===== config.mk =====
export PLATFORM = sky130hd
export DESIGN_NAME = sort4_ctrl
export DESIGN_NICKNAME = d
export VERILOG_FILES = /design/src/rtl/sort4_pkg.sv /design/src/rtl/sort4_ctrl_cmp.sv /design/src/rtl/sort4_ctrl.sv
export SDC_FILE = /design/constraint.sdc
export NUM_CORES = 1
export LEC_CHECK = 0
export ABC_CLOCK_PERIOD_IN_PS = 3950
export CAP_MARGIN = 20
export CORE_MARGIN = 2
export CORE_UTILIZATION = 45
export DETAILED_ROUTE_END_ITERATION = 10
export GPL_ROUTABILITY_DRIVEN = 0
export PLACE_DENSITY = 0.68
export SYNTH_ARGS = -nofsm -noshare
export SYNTH_HDL_FRONTEND = slang
export SYNTH_SLANG_ARGS = --single-unit
export TNS_END_PERCENT = 10

===== constraint.sdc =====
create_clock -name clk -period 3.95 [get_ports clk]
set_clock_uncertainty 0.1 [all_clocks]
set_input_delay 0.395 -clock clk [delete_from_list [all_inputs] [get_ports clk]]
set_output_delay 0.395 -clock clk [all_outputs]
set_load 0.02 [all_outputs]

===== src/rtl/sort4_pkg.sv =====
// Shared definitions for the 4-element, 4-bit bubble sorter (sort4_ctrl).
package sort4_pkg;

    localparam int ELEM_W = 4;
    localparam int ELEM_N = 4;
    localparam logic [1:0] PASS_MAX = 2'd2;
    localparam logic [1:0] IDX_LAST = 2'd2;

    typedef enum logic [1:0] {
        IDLE = 2'd0,
        CMP  = 2'd1,
        DONE = 2'd2
    } state_t;

    typedef logic [ELEM_N-1:0][ELEM_W-1:0] elems_t;

endpackage


===== src/rtl/sort4_ctrl_cmp.sv =====
// Unsigned N-bit magnitude comparator: greater-than and equal flags.
module nbit_comparator #(
    parameter int N = 4
) (
    input  logic [N-1:0] a,
    input  logic [N-1:0] b,
    output logic         agb,
    output logic         aeb
);

    assign agb = (a > b);
    assign aeb = (a == b);

endmodule


===== src/rtl/sort4_ctrl.sv =====
// Sequential bubble sort of four 4-bit elements using a single shared comparator.
// Optional SORT4_SWAPCNT_EN adds a swap_cnt output counting swaps of the current sort.
module sort4_ctrl
    import sort4_pkg::*;
(
    input  logic        clk,
    input  logic        rst_n,
    input  logic        start,
    input  logic [15:0] din,
    output logic        busy,
    output logic        done,
    output logic [15:0] dout
`ifdef SORT4_SWAPCNT_EN
    ,
    output logic [2:0]  swap_cnt
`endif
);

    state_t     state_q, state_d;
    elems_t     elem_q, elem_nx;
    logic [1:0] pass_q;
    logic [1:0] idx_q;
    logic       swapped_q;
    logic [ELEM_W-1:0] cmp_a, cmp_b;
    logic       agb, aeb;
    logic       pass_end;

    assign cmp_a = elem_q[idx_q];
    assign cmp_b = elem_q[idx_q + 2'd1];

    nbit_comparator #(.N(ELEM_W)) u_cmp (
        .a   (cmp_a),
        .b   (cmp_b),
        .agb (agb),
        .aeb (aeb)
    );

    // Equal pairs stay in place (agb is false when aeb), which keeps the sort stable.
    always_comb begin
        elem_nx = elem_q;
        if (agb && !aeb) begin
            elem_nx[idx_q]        = cmp_b;
            elem_nx[idx_q + 2'd1] = cmp_a;
        end
    end

    // Last compare of a pass finishes the sort if that pass was clean or the pass limit is hit.
    assign pass_end = (idx_q == IDX_LAST) &&
                      (!(swapped_q || agb) || (pass_q == PASS_MAX));

    always_comb begin
        state_d = state_q;
        case (state_q)
            IDLE:    if (start) state_d = CMP;
            CMP:     if (pass_end) state_d = DONE;
            DONE:    state_d = IDLE;
            default: state_d = IDLE;
        endcase
    end

    always_ff @(posedge clk or negedge rst_n) begin
        if (!rst_n) begin
            state_q   <= IDLE;
            elem_q    <= '0;
            pass_q    <= '0;
            idx_q     <= '0;
            swapped_q <= 1'b0;
            dout      <= '0;
        end else begin
            state_q <= state_d;
            case (state_q)
                IDLE: begin
                    if (start) begin
                        elem_q    <= din;
                        pass_q    <= '0;
                        idx_q     <= '0;
                        swapped_q <= 1'b0;
                    end
                end
                CMP: begin
                    elem_q <= elem_nx;
                    if (idx_q == IDX_LAST) begin
                        if (pass_end) begin
                            dout <= elem_nx;
                        end else begin
                            pass_q    <= pass_q + 2'd1;
                            idx_q     <= '0;
                            swapped_q <= 1'b0;
                        end
                    end else begin
                        idx_q <= idx_q + 2'd1;
                        if (agb) swapped_q <= 1'b1;
                    end
                end
                default: ;
            endcase
        end
    end

    assign busy = (state_q == CMP);
    assign done = (state_q == DONE);

`ifdef SORT4_SWAPCNT_EN
    localparam logic [2:0] SWAP_MAX = 3'd6;

    function automatic logic [2:0] sat_inc(input logic [2:0] v);
        return (v >= SWAP_MAX) ? SWAP_MAX : v + 3'd1;
    endfunction

    always_ff @(posedge clk or negedge rst_n) begin
        if (!rst_n) begin
            swap_cnt <= '0;
        end else if (state_q == IDLE && start) begin
            swap_cnt <= '0;
        end else if (state_q == CMP && agb) begin
            swap_cnt <= sat_inc(swap_cnt);
        end
    end
`endif

endmodule


==> out/qor.txt, run 1 <==
Status = complete, no violations
Reg2reg path depth = 13
FFs w/ async S/R, synth = 100%
Starting Density = 45.8%
Fin crit share = 90.0%
Placed Cells = 382
Antenna Nets Post-Route = 0
H-tree depth = 2
Yosys cell types = 51
Final Hold Fails = 0
Post-CTS Resized = 0
Share of post-route cells with drive strength above 1 = 11.4%
Ports = 37
Crit end category = register
Layout Area Growth over Synthesis = 21.3%
Worst-path fanout max = 13
Global-route wire length before repair = 12.2 mm
Hold WC Path Type = in2async
Die footprint = 0.00655 sq mm
Non-filler instance count after layout = 390
Yosys top cell area share = 36.6%
Yosys Warn Count = 0
Number of global-route vias before repair = 2373
WP data arrival = 3650 ps
Commonest non-fill, non-tap cells in the layout = dfrtp_1, clkdlybuf4s50_1, nor2_1, a21oi_1, inv_1
Clk root buf = clkbuf_8
Area contributors post-synth = dfrtp_1, ha_1, a222oi_1
CTS tree = done
Max_cap viols = 0
Total GRT Usage = 24.5%
Number of synthesized flops with an enable pin = 0
Worst-skew pair later-pin latency = 300 ps
Initial antenna violation count = 0
Routed via count = 2500
Syn Nets = 309
HPWL Detailed = 5.49 mm
Synthesized cell area = 0.00267 sq mm
Fin nets = 346
Worst path max stage delay = 530 ps
Worst Setup Path Type = reg2reg
Fin crit period = 3560 ps
Routed vias/inst = 6.41
Post-Syn Instances = 277
Core area = 0.00582 sq mm
Ant diodes = 0
I/O Buffers = 36
Post-CTS Setup Bufs = 0
Setup TNS Final = 0 ps
Average size of a mapped cell = 9.62 sq um
Worst path cell trace = inv_1 > ha_1 > buf_4 > mux2_1 > nor2_1 > nor2_1 > ha_1 > nand4_1 > buf_4 > nor3_1 > a221oi_1 > o21ai_1 > a32o_1
Final setup vio count = 0
Clk sinks = 39
Rows = 28
Most common cell after layout, fill and taps aside = dfrtp_1
Register area share after synthesis = 36.6%
Slew HR = 40.9%
Biggest area consumer among synthesized cells = dfrtp_1
Largest net degree at the start of global routing = 40
Initial DRC count = 384
Main synth FF type = dfrtp_1
Max-slew violations = 0
Die X-Extent = 81.0 microns
Avg WL per Cell = 18.9 microns
Fmax = 281 MHz
# DRC = 0
RSZ-0062 raised after global routing = no
Critical path launch point type = register
Clk buf depth = 2
Clock Pin Slew Worst Setup and Hold Paths = 80 ps
Hold-fix buffers, CTS = 0
Die extent in y = 81.0 microns
Least-Margin Pin Slew = 887 ps
Grt ovf = 0
Synth Register Bits = 39
CP max stage cell = a221oi_1
CTS buffer count = 5
WP data required = 4040 ps
Length of the first detailed-routing pass in iterations = 6
Total Wirelength = 7.36 mm
-- cells in the mapped netlist, drive strengths merged, types with 3 or more instances --
master	number
mux4	5
o221ai	3
nand3	5
a211oi	4
a21oi	17
o22a	10
a222oi	12
a2bb2oi	6
nand2	10
nor3	4
ha	13
nor2	24
o31ai	10
o21a	5
dfrtp	39
buf	7
mux2	10
o22ai	12
mux2i	4
clkbuf	9
inv	18
o21ai	22
-- path summary, 6_finish.rpt --
check                         start          to  slack [ps]
max                        idx_q[1]    idx_q[0]         390
min                           rst_n     dout[5]         110
max reg2reg                idx_q[1]    idx_q[0]         390
min reg2reg                 dout[7]     dout[7]         400
max in group asynchronous     rst_n  elem_q[15]        3080
min in group clk            dout[7]     dout[7]         400
-- cells by family (layout without fill, tap and decap cells) --
family                     Yosys count  after routing  synth area share [%]
AOI/OAI and AO/OA                  118            118                  32.2
and+or+nand+nor                     54             54                  9.72
DFF                                 39             39                  36.6
buffers and inverters               34             72                  5.45
muxes                               19             19                  9.95
adders and majority gates           13             13                  6.10
-- worst max-delay path: cells and delay by family (launching register included) --
kind,cells,cell delay (ps)
adders and majority gates,2,710
buffers and inverters,3,500
muxes,1,410
DFF,1,350
AOI/OAI and AO/OA,3,1040
and+or+nand+nor,4,340
-- area by class of cell --
class	count	area, sq um
multi-input cells	204	1540
repair buffers	46	430
fillers	545	2580
flip-flops and latches	39	976
clock buffers	6	82.6
inverters	18	67.6
clock inverters	2	38.8
well taps	75	93.8
-- state kept, by name, summed over array words and instances, names as in the netlist --
| name | count |
|---|---|
| idx_q | 2 |
| swapped_q | 1 |
| elem_q | 16 |
| pass_q | 2 |
| dout | 16 |
| state_q | 2 |
-- per-layer routing --
| layer | share of wire (%) | vias up | GRT usage (%) |
|---|---|---|---|
| li1 | - | 1162 | - |
| met1 | 46 | 1206 | 36.6 |
| met2 | 46 | 124 | 36.0 |
| met3 | 7.3 | 8 | 4.33 |
| met4 | 1.3 | 0 | 7.80 |
| met5 | 0 | - | 0 |
-- stage by stage --
step           utilization (%)  instance area, sq um  hold WS (ps)  worst slack [ps]
6_report                  55.6                  3230           114               393
5_1_grt                   55.6                  3230           181               185
4_1_cts                   55.6                  3230           131               435
3_5_place_dp              53.5                  3110           391               460
3_3_place_gp              53.5                  3110           379               500
2_1_floorplan                -                  2670        -0.591               493
Power of run 1 is not shown: default switching activity piles up to over one toggle a cycle in this logic, so the estimate is an artifact.
==> run 2: changes to the inputs <==
--- a/config.mk
+++ b/config.mk
@@ -7,3 +7,2 @@
 export LEC_CHECK = 0
-export ABC_CLOCK_PERIOD_IN_PS = 3950
 export CAP_MARGIN = 20
@@ -14,2 +13,3 @@
 export PLACE_DENSITY = 0.68
+export RECOVER_POWER = 50
 export SYNTH_ARGS = -nofsm -noshare
--- a/constraint.sdc
+++ b/constraint.sdc
@@ -4,2 +4,2 @@
 set_output_delay 0.395 -clock clk [all_outputs]
-set_load 0.02 [all_outputs]
+set_load 0.005 [all_outputs]
==> run 2 against run 1 <==
  * The flow now finishes with violations (max-capacitance violations, max-slew violations)
  * First-iteration DRC count increased by 8.1%
  * Non-clock buffer count unchanged
  * Sequential share of layout area about the same
  * Global-route usage unchanged
  * Worst hold slack improved by 290 ps
  * Largest cell class unchanged
  * Routed wire length about the same
  * Via count increased by 1.3%
  * Clock-buffer cell count unchanged
==> out/qor.txt, run 2 (synthesized netlist as in run 1, its figures left out) <==
Failing checks = max-capacitance violations, max-slew violations
Final setup vio count = 0
Number of global-route vias before repair = 2373
Hold EP = dout[6]
Worst-path fanout max = 13
Clk root buf = clkbuf_8
Status = finished with violations
Ant diodes = 0
Critical path launch point type = register
Die X-Extent = 81.0 microns
Worst reg2reg setup slack = 390 ps
Initial antenna violation count = 0
CTS tree = done
Commonest non-fill, non-tap cells in the layout = dfrtp_1, clkdlybuf4s50_1, nor2_1, a21oi_1, inv_1
Final core utilization = 55.6%
Die extent in y = 81.0 microns
H-tree depth = 2
Hold path depth = 2
Max_cap viols = 1
Top flop regs = dout: 16 flops, elem_q: 16 flops
RSZ-0062 raised after global routing = no
Largest net degree at the start of global routing = 40
Reg2reg path depth = 13
Rows = 28
Total GRT Usage = 24.5%
Placed Cells = 382
# fillers = 546
Least-Margin Pin Slew = 2130 ps
Crit end category = register
Clk sinks = 39
Most common cell after layout, fill and taps aside = dfrtp_1
Hold WC Path Type = reg2reg
Starting Density = 45.8%
Hold-fix buffers, CTS = 0
Hold wc startpoint = dout[6]
Clk buf depth = 2
Final Hold Fails = 0
Global-route wire length before repair = 12.2 mm
WP data required = 4040 ps
Antenna Nets Post-Route = 0
Non-filler instance count after layout = 390
Reg2reg end = idx_q[0]
Clock Pin Slew Worst Setup and Hold Paths = 80 ps
Die footprint = 0.00655 sq mm
Length of the first detailed-routing pass in iterations = 6
Total Wirelength = 7.35 mm
Post-CTS Setup Bufs = 0
Initial DRC count = 415
Routed via count = 2533
Fmax = 281 MHz
Grt ovf = 0
Ports = 37
Share of post-route cells with drive strength above 1 = 11.1%
CTS buffer count = 5
Avg WL per Cell = 18.9 microns
Fin crit period = 3560 ps
I/O Buffers = 36
Worst Setup Path Type = reg2reg
Core area = 0.00582 sq mm
Fin nets = 346
WP data arrival = 3660 ps
Layout Area Growth over Synthesis = 21.3%
HPWL Detailed = 5.49 mm
Routed vias/inst = 6.49
Fin crit share = 90.2%
Setup TNS Final = 0 ps
R2r startpoint = idx_q[1]
# DRC = 0
Post-CTS Resized = 0
Slew HR = -41.9%
Max-slew violations = 40
Worst-skew pair later-pin latency = 300 ps
run 2: how the worst max path moves through the flow:
| stage | from | to | slack [ps] | cells past startpoint |
|---|---|---|---|---|
| 6_report | idx_q[1] | idx_q[0] | 390 | 13 |
| 5_1_grt | idx_q[1] | idx_q[0] | 190 | 12 |
| 4_1_cts | idx_q[1] | idx_q[0] | 440 | 13 |
| 3_5_place_dp | idx_q[1] | idx_q[0] | 460 | 13 |
| 3_3_place_gp | idx_q[1] | idx_q[0] | 500 | 13 |
| 2_1_floorplan | idx_q[0] | dout[13] | 490 | 14 |
run 2: stage by stage:
stage / hold slack, ps / instance area, sq um / setup slack [ps]
after floorplan: -0.591 / 2670 / 493
after global placement: 379 / 3110 / 500
after detailed placement: 391 / 3110 / 460
after CTS: 131 / 3230 / 435
after global routing: 422 / 3230 / 185
final: 399 / 3230 / 386
run 2: per-layer routing:
metal	share of wire (%)	vias to the layer above	global-route usage [%]
met5	0	-	0
met4	1.8	0	7.80
met3	7.4	9	4.33
met2	46	143	36.0
met1	45	1220	36.6
li1	-	1161	-
run 2: critical path, stage by stage, from the launching register on:
cell,delay [ps]
dfrtp_1,350
inv_1,80
ha_1,420
buf_4,250
mux2_1,410
nor2_1,110
nor2_1,50
ha_1,290
nand4_1,130
buf_4,170
nor3_1,50
a221oi_1,530
o21ai_1,260
a32o_1,260
run 2: area by class of cell:
type | count | area (sq um) | area share, %
Clock buffer | 6 | 82.6 | 2.56
Sequential cell | 39 | 976 | 30.2
Tap cell | 75 | 93.8 | 2.90
Timing Repair Buffer | 46 | 429 | 13.3
Multi-Input combinational cell | 204 | 1540 | 47.8
Clock inverter | 2 | 38.8 | 1.20
Inverter | 18 | 67.6 | 2.09
Power of run 2 is left out for the same reason.
==> run 3: changes to the inputs <==
- CORE_UTILIZATION: 45 -> 30
- PLACE_DENSITY: 0.68 -> default
==> run 3 against run 2 <==
  * The flow still finishes with violations (max-capacitance violations, max-slew violations)
  * Routed wire length is 6.7% higher
  * Fmax is 3.9% higher
  * Critical path type unchanged
  * Global-route usage is 8.2 points lower
  * Die area is 47% higher
  * Worst hold slack worse by 6.6 ps
  * Critical path depth is 2 lower
  * Cell count is 8.2% higher
  * Clock-buffer cell count is 1 lower
  * First-iteration DRC count is 20% lower
  * Via count is 0.12% lower
==> out/qor.txt, run 3 (synthesized netlist as in run 1, its figures left out) <==
Max_cap viols = 1
Commonest non-fill, non-tap cells in the layout = dfrtp_1, clkdlybuf4s50_1, nor2_1, a21oi_1, inv_1
WP data required = 4030 ps
Fmax = 291 MHz
Setup TNS Final = 0 ps
Reg2reg path depth = 11
Hold path depth = 2
Critical path launch point type = register
Routed via count = 2530
Least-Margin Pin Slew = 2120 ps
Starting Density = 30.7%
Failing checks = max-capacitance violations, max-slew violations
Post-CTS Resized = 0
Total Wirelength = 7.84 mm
Routed vias/inst = 6.00
Top flop regs = dout: 16 flops, elem_q: 16 flops
Length of the first detailed-routing pass in iterations = 8
Avg WL per Cell = 18.6 microns
Post-CTS Setup Bufs = 0
Layout Area Growth over Synthesis = 23.2%
RSZ-0062 raised after global routing = no
Final Hold Fails = 0
Worst-skew pair later-pin latency = 300 ps
Die extent in y = 98.3 microns
Multi-input logic area = 0.00154 sq mm
R2r startpoint = idx_q[1]
Slew HR = -41.6%
Status = finished with violations
# fillers = 889
Fin nets = 345
Number of global-route vias before repair = 2455
Total GRT Usage = 16.3%
HPWL Detailed = 5.86 mm
Reg area = 976 sq um
Worst Setup Path Type = reg2reg
I/O Buffers = 36
Hold-fix buffers, CTS = 0
Final setup vio count = 0
Clk sinks = 39
CTS tree = done
Fin crit share = 86.9%
Clk buf depth = 2
Crit path from = idx_q[1]
Max-slew violations = 40
Antenna Nets Post-Route = 0
Grt ovf = 0
Largest net degree at the start of global routing = 40
Crit end category = register
Initial antenna violation count = 0
H-tree depth = 2
Hold EP = dout[8]
Initial DRC count = 332
Clock Pin Slew Worst Setup and Hold Paths = 90 ps
Reg2reg end = idx_q[0]
Worst reg2reg setup slack = 520 ps
# DRC = 0
Most common cell after layout, fill and taps aside = dfrtp_1
Ports = 37
Hold WC Path Type = reg2reg
Fin crit period = 3430 ps
Die X-Extent = 98.3 microns
Global-route wire length before repair = 12.9 mm
Rows = 34
Clk root buf = clkbuf_8
WP data arrival = 3510 ps
CTS buffer count = 5
Ant diodes = 0
Die footprint = 0.00965 sq mm
Core area = 0.00868 sq mm
Hold wc startpoint = dout[8]
Share of post-route cells with drive strength above 1 = 10.8%
Worst-path fanout max = 12
-- run 3: cell types whose count changed in the layout (fill, tap and decap cells not counted), sizes merged --
cell,delta
buf,-1
bufinv,+1
clkbuf,-1
-- run 3: how the worst max path moves through the flow --
stage | to | slack (ps)
after detailed placement | idx_q[0] | 570
final | idx_q[0] | 520
after CTS | dout[11] | 550
after global placement | idx_q[0] | 630
after floorplan | dout[13] | 490
after global routing | idx_q[0] | 320
-- run 3: worst max-delay path: stages (launching register included) --
cell and delay [ps]:
dfrtp_1 360, inv_1 90, ha_1 460, buf_4 260
mux2_1 380, o21ai_0 170, ha_1 280, nand4_1 220
nor3_1 80, a221oi_1 480, o21ai_1 200, a32o_1 260
-- run 3: cell type report --
type                    count  share of cell area (%)
multi-input cells         204                    47.0
inverters                  18                    2.06
flip-flops and latches     39                    29.7
clock inverters             3                    2.17
well taps                 108                    4.11
clock buffers               5                    2.10
repair buffers             45                    12.8
-- run 3: stage by stage --
step / util, % / setup WS [ps] / hold WS (ps) / area, sq um / instances
after global placement: 36.2 / 632 / 377 / 3150 / 414
after floorplan: - / 493 / -0.591 / 2670 / 277
final: 37.8 / 519 / 392 / 3280 / 422
after CTS: 37.9 / 549 / 159 / 3290 / 422
after detailed placement: 36.2 / 571 / 379 / 3150 / 414
after global routing: 37.8 / 319 / 421 / 3280 / 422
-- run 3: metal layers --
metal | up-vias | share of wire [%] | GRT usage (%)
met2 | 124 | 45 | 26.8
met3 | 22 | 6.3 | 2.51
li1 | 1155 | - | -
met4 | 0 | 2.7 | 4.85
met5 | - | 0 | 0
met1 | 1229 | 46 | 22.4
Power of run 3 is left out for the same reason.
